===== src/rtl/kpn_split_n.sv =====
// kpn_split_n: KPN fork process. Pops one token at a time from an input FIFO
// and writes it to N output FIFOs, either to every channel (MODE=0, broadcast)
// or to one channel chosen round-robin (MODE=1). Writes to full channels wait,
// so each token reaches each selected channel exactly once.
module kpn_split_n #(
    parameter int WIDTH = 16,
    parameter int N     = 2,
    parameter int MODE  = 0,
    parameter int CNT_W = 16
) (
    input  logic                 clk,
    input  logic                 rst_n,
    input  logic [WIDTH-1:0]     in_data,
    input  logic                 in_empty,
    output logic                 in_rd,
    output logic [N*WIDTH-1:0]   out_data,
    input  logic [N-1:0]         out_full,
    output logic [N-1:0]         out_wr,
    output logic [CNT_W-1:0]     tok_cnt
);

    localparam int PTR_W = (N > 1) ? $clog2(N) : 1;

    typedef enum logic [1:0] {
        IDLE = 2'd0,
        RD   = 2'd1,
        CAP  = 2'd2,
        SEND = 2'd3
    } state_t;

    state_t               state_q,    state_d;
    logic                 in_rd_q,    in_rd_d;
    logic [N-1:0]         out_wr_q,   out_wr_d;
    logic [N*WIDTH-1:0]   out_data_q, out_data_d;
    logic [CNT_W-1:0]     tok_cnt_q,  tok_cnt_d;
    logic [WIDTH-1:0]     hold_q,     hold_d;
    logic [N-1:0]         pend_q,     pend_d;
    logic [PTR_W-1:0]     rr_ptr_q,   rr_ptr_d;

    // Channel mask for a freshly captured token: all channels when
    // broadcasting, otherwise only the channel the round-robin pointer selects.
    function automatic logic [N-1:0] select_mask(input logic [PTR_W-1:0] ptr);
        logic [N-1:0] m;
        m = '0;
        if (MODE == 0) begin
            m = '1;
        end else begin
            for (int i = 0; i < N; i++) begin
                if (ptr == PTR_W'(i)) begin
                    m[i] = 1'b1;
                end
            end
        end
        return m;
    endfunction

    // Round-robin pointer advance, wrapping from channel N-1 back to 0.
    function automatic logic [PTR_W-1:0] next_ptr(input logic [PTR_W-1:0] ptr);
        logic [PTR_W-1:0] p;
        if (ptr == PTR_W'(N - 1)) begin
            p = '0;
        end else begin
            p = ptr + PTR_W'(1);
        end
        return p;
    endfunction

    // Next-state and registered-output logic for the pop/capture/send cycle.
    // A new pop is only requested once the held token has no pending channel,
    // so the FIFO never runs ahead of the writes.
    always_comb begin
        state_d    = state_q;
        in_rd_d    = 1'b0;
        out_wr_d   = '0;
        out_data_d = out_data_q;
        tok_cnt_d  = tok_cnt_q;
        hold_d     = hold_q;
        pend_d     = pend_q;
        rr_ptr_d   = rr_ptr_q;

        case (state_q)
            IDLE: begin
                if (!in_empty) begin
                    in_rd_d = 1'b1;
                    state_d = RD;
                end
            end

            RD: begin
                // The FIFO pops on this edge; its data is valid next cycle.
                state_d = CAP;
            end

            CAP: begin
                hold_d  = in_data;
                pend_d  = select_mask(rr_ptr_q);
                state_d = SEND;
            end

            SEND: begin
                for (int i = 0; i < N; i++) begin
                    if (pend_q[i] && !out_full[i]) begin
                        out_wr_d[i]                  = 1'b1;
                        out_data_d[i*WIDTH +: WIDTH] = hold_q;
                        pend_d[i]                    = 1'b0;
                    end
                end
                if (pend_d == '0) begin
                    tok_cnt_d = tok_cnt_q + CNT_W'(1);
                    if (MODE != 0) begin
                        rr_ptr_d = next_ptr(rr_ptr_q);
                    end
                    if (!in_empty) begin
                        in_rd_d = 1'b1;
                        state_d = RD;
                    end else begin
                        state_d = IDLE;
                    end
                end
            end

            default: begin
                state_d = IDLE;
            end
        endcase
    end

    // State and output registers; reset discards any held token and pending writes.
    always_ff @(posedge clk or negedge rst_n) begin
        if (!rst_n) begin
            state_q    <= IDLE;
            in_rd_q    <= 1'b0;
            out_wr_q   <= '0;
            out_data_q <= '0;
            tok_cnt_q  <= '0;
            hold_q     <= '0;
            pend_q     <= '0;
            rr_ptr_q   <= '0;
        end else begin
            state_q    <= state_d;
            in_rd_q    <= in_rd_d;
            out_wr_q   <= out_wr_d;
            out_data_q <= out_data_d;
            tok_cnt_q  <= tok_cnt_d;
            hold_q     <= hold_d;
            pend_q     <= pend_d;
            rr_ptr_q   <= rr_ptr_d;
        end
    end

    assign in_rd    = in_rd_q;
    assign out_wr   = out_wr_q;
    assign out_data = out_data_q;
    assign tok_cnt  = tok_cnt_q;

endmodule


===== config.mk =====
export PLATFORM = sky130hd
export DESIGN_NAME = kpn_split_n
export DESIGN_NICKNAME = d
export VERILOG_FILES = /design/src/rtl/kpn_split_n.sv
export SDC_FILE = /design/constraint.sdc
export NUM_CORES = 1
export LEC_CHECK = 0
export CORE_UTILIZATION = 45
export DETAILED_ROUTE_END_ITERATION = 10
export GPL_TIMING_DRIVEN = 0
export PLACE_DENSITY = 0.79
export SLEW_MARGIN = 10
export SYNTH_ARGS = -nofsm -noshare
export SYNTH_HDL_FRONTEND = slang
export SYNTH_SLANG_ARGS = --single-unit

===== constraint.sdc =====
create_clock -name clk -period 2.3 [get_ports clk]
set_input_delay 0.23 -clock clk [delete_from_list [all_inputs] [get_ports clk]]
set_output_delay 0.23 -clock clk [all_outputs]
set_load 0.01 [all_outputs]

; ---- Word-level counts from Yosys, hierarchy flattened
; Index checks and enable logic that the tools add are counted.
; Widths: inputs -> output; s select.
[classes]
add_sub_neg = 1
eq_ne = 5
n_mux = 15
reduce_logical = 11
[ops]
columns = operator, count
row1 = $add 16x1->16 const B, 1
row2 = $mux 1, 9
row3 = $pmux 2 s4, 1
row4 = $reduce_and 2->1, 4
row5 = $mux 2, 3
row6 = $eq 2x2->1 const B, 2
row7 = $logic_not 2->1, 2
row8 = $ne 2x2->1 const B, 2
row9 = $pmux 2 s2, 1
row10 = $eq 2x1->1 const B, 1
row11 = $logic_and 1x1->1, 2
row12 = $logic_not 1->1, 2
row13 = $pmux 1 s2, 1
row14 = $reduce_bool 2->1, 1
[totals]
regBits = 71
input_bits = 21
word_cells = 40

; ---- Depth between registers and ports, before layout
[depth]
ltp_word = 7
mapped_depth = 7
mapped_depth_nobuf = 5

; ---- Worst setup path before layout
; No wires, ideal clock.
[synth_path]
path_type = reg2reg
start = register state_q[0]
end = register hold_q[10]
setup_ns = 0.125
arrival_time_ns = 1.519
slack_ns = 0.656
stages_incl_launch_ff = 6
n_path_buf = 2
synth_period_minus_slack_ns = 1.644
cell_sequence = dfrtp_1 inv_1 ha_1 clkbuf_1 buf_2 mux2_2
[synth_via]
elab_chain_len = 1
[synth_lines]
columns = item, line_no
row1 = start: declaration, 31  ; state_t state_q, state_d;
row2 = start signal: assignment, 140  ; state_q <= state_d;
row3 = $eq 2x2->1, 81  ; case (state_q)
row4 = end signal: assignment, 145  ; hold_q <= hold_d;
row5 = end: declaration, 36  ; logic [WIDTH-1:0] hold_q, hold_d;
; Every way passes these cells.
; A chain may end at the register's enable or synchronous reset.

; ---- Worst setup path after layout
[layout_path]
start = register state_q[1]
end = register out_data_q[30], in the netlist out_data[30]
[layout_via]
elab_chain_len = 2
[layout_lines]
columns = item, line_no
row1 = $eq 2x2->1, 81
row2 = $reduce_and 2->1 (no line), n/a
row3 = end signal: assignment, 143  ; out_data_q <= out_data_d;
row4 = end: declaration, 34  ; logic [N*WIDTH-1:0] out_data_q, out_data_d;
; Every way passes these cells.

==> run summary <==
Combinational Power Share: 35.3%
Switching power: 0.001581 W
Least-Margin Pin Slew: 0.5164 ns
PwrDens: 1255 nW/um^2
Placed cell count: 411
Clock power share: 22.6%
Cell taking the most area after synthesis: dfrtp_1
CTS tree: built
Initial antenna violation count: 0
Clock sinks: 71
Kind of critical path: reg2reg
Yosys warns: 0
Chip Width: 81.25 um
Final-report max-slew violation count: 0
Pre-antenna DRT Iters: 4
Synth Cell Area: 2826 um^2
Die Y: 81.25 um
I/O pin cnt: 72
Vias/cell: 4.981
Outcome: complete, no violations
Layout cells sized above 1: 11.36%
CP max-delay cell: dfrtp_1
Critical path peak fanout: 10
Final setup fails: 0
Yosys cell types: 23
Max_slew headroom: 65.57%
Peak supply drop: 0.7335 mV
Top achievable clock speed: 513.2 MHz
Wire per inst: 13.67 um
RSZ-0062 raised after global routing: false
Layout Cell Area excl Fill: 3885 um^2
Worst Path Arrival: 2.18 ns
Final Hold Violating Endpoints: 0
# diodes: 0
Global route overflow: 0
Die area: 6602 um^2
Register area share after synthesis: 62.86%
CTS Buffer Depth: 2
Worst Setup SP: state_q[1]
Pre-CTS setup slack: 0.3023 ns
Tcrit/Tclk final: 84.72%
Crit path capture: out_data[30]
Worst r2r src: state_q[1]
DRC Markers: 0
Reg clk slew, reported paths: 0.08 ns
Mapped Cells: 264
Clock skew: 0.008459 ns
Final worst slack: 0.3516 ns
Global-route wire length before repair: 9280 um
Leak Pwr: 1.779 nW
Net count reported at finish: 374
Root Buffer Master: clkbuf_8
Syn nets: 290
Switching share of power: 32.43%
FF-to-FF setup slack: 0.35 ns
Post-synth top area share: 62.86%
Core ar.: 5991 um^2
Post-layout min period: 1.948 ns
H-tree depth: 3
Hold/Removal Path Class: in2async
Pin count of the biggest net entering global routing: 65
Flops & latches, synth: 71
Avg Inst Size Synth: 10.71 um^2
Routability cong.: 0.7805
Area Growth Syn to Fin: 37.45%
Fin Setup TNS: 0 ns
Drt initial violations: 113
Worst r2r path cells: 7
ANT nets after route: 0
R2r endpoint: out_data[30]
Cell Int Power: 0.003296 W
Slowest Stage Delay on Critical Path: 0.41 ns
CTS Buf Count: 9
Startpoint types: register
Hold Slack: 0.2442 ns
Endpoint type of the worst setup path: register
Crit path required time: 2.53 ns
Max-capacitance violation count: 0
Seq pwr share: 42.0%
Total number of vias: 2127
Total wire length: 5839 um
Placed Area: 3656 um^2
Fin cells: 427
Total GRT Usage: 19.21%
Row count: 28
Clock Latency Late Sink: 0.34 ns
Initial Util: 47.18%
Synth area leaders: dfrtp_1 (63%), nand2_1 (14%), mux2_2 (6.4%)
# resized after CTS: 0
CP Cell Sequence: ha_1, buf_2, nand3b_1, clkinv_1, buf_2, nand2_1, nand2_1
HPWL after DPL: 4002 um
IO buf count: 71
Vias in the first global route: 2003
## Yosys cell counts, drive strengths merged
cell type	count
buf	4
a211oi	1
xnor2	9
nand4	4
nor3	5
xor2	6
inv	3
clkinv	2
mux2	16
and2	1
nor2	7
or3	1
ha	5
a22oi	3
dfrtp	71
clkbuf	3
and4	1
nand3	6
nand3b	2
o21ai	4
nand2	109
a22o	1
## how the worst min path moves through the flow
stage                     depth (start not counted)      endpoint
after floorplan                                   0     hold_q[0]
after global placement                            2  out_data[24]
after detailed placement                          1  out_data[27]
after CTS                                         2  out_data[27]
after global routing                              2  out_data[16]
final                                             2     out_wr[1]
## repair_timing
action,CTS,global route
endpoints found under the hold margin,71,0
hold buffers,1,0
buffers inserted,0,0
## state kept, by name, indices dropped and copies added, names as in the netlist
signal / flops
out_data: 32
hold_q: 16
out_wr: 2
in_rd: 1
pend_q: 2
state_q: 2
tok_cnt: 16
## routing by layer
layer,share of wire [%],up-vias,global-route usage (%)
li1,-,1019,-
met1,45,1023,25.11
met2,46,77,29.66
met3,7.6,8,6.854
met4,1.2,0,6.429
met5,0,-,0
## worst max-delay path, delay by kind of cell (launching register included)
kind	cells	cell delay, ns
buffers and inverters	3	0.80
and+or+nand+nor	3	0.45
DFF	1	0.41
adders and majority gates	1	0.18
## cell families after synthesis
kind of cell	count (synthesis)	share of synthesized area, %
AO/OA/AOI/OAI	9	2.081
XOR/XNOR	15	4.648
adder cells (fa/ha/maj)	5	2.213
buffers and inverters	12	1.771
flip-flops	71	62.86
multiplexers	16	6.374
AND/OR/NAND/NOR	136	20.05
## power groups by stage
stage	registers (W)	clock network (W)	logic (W)
final	0.00205	0.00110	0.00172
after global placement	0.00206	0	0.00167
after floorplan	0.00215	0	0.000770
after detailed placement	0.00207	0	0.00174
after CTS	0.00206	0.00111	0.00174
after global routing	0.00211	0.00116	0.00192
## stage by stage
stage               total power (W)  util [%]
floorplan                  0.002921         -
global placement           0.003733     60.61
detailed placement         0.003810     61.03
CTS                        0.004914     64.85
global route               0.005196     64.85
finish                     0.004877     64.85
## layout by cell type, fill, tap and decap left out, types with 2 or more instances in the layout
cell / netlist / routed
nand3_1: 6 / 6
mux2_2: 16 / 16
clkbuf_1: 3 / 3
xor2_1: 6 / 6
inv_1: 3 / 3
nand4_1: 4 / 4
nor2_1: 7 / 7
xnor2_1: 9 / 9
clkinv_1: 2 / 2
nor3_1: 3 / 3
o21ai_0: 4 / 4
dfrtp_1: 71 / 71
ha_1: 5 / 5
buf_2: 4 / 4
nand2_1: 109 / 109
nand3b_1: 2 / 2
clkbuf_8: 0 / 10
bufinv_16: 0 / 2
nor3_2: 2 / 2
a22oi_1: 3 / 3
clkdlybuf4s50_1: 0 / 70
## layout make-up
cell class | count | area (um^2)
Sequential cell | 71 | 1777
Clock buffer | 10 | 137.6
Inverter | 5 | 18.77
Fill cell | 487 | 2106
Clock inverter | 5 | 81.33
Timing Repair Buffer | 73 | 745.7
Multi-Input combinational cell | 181 | 999.7
Buffer | 7 | 31.28
Tap cell | 75 | 93.84
Power figures use the tool's default switching activity.
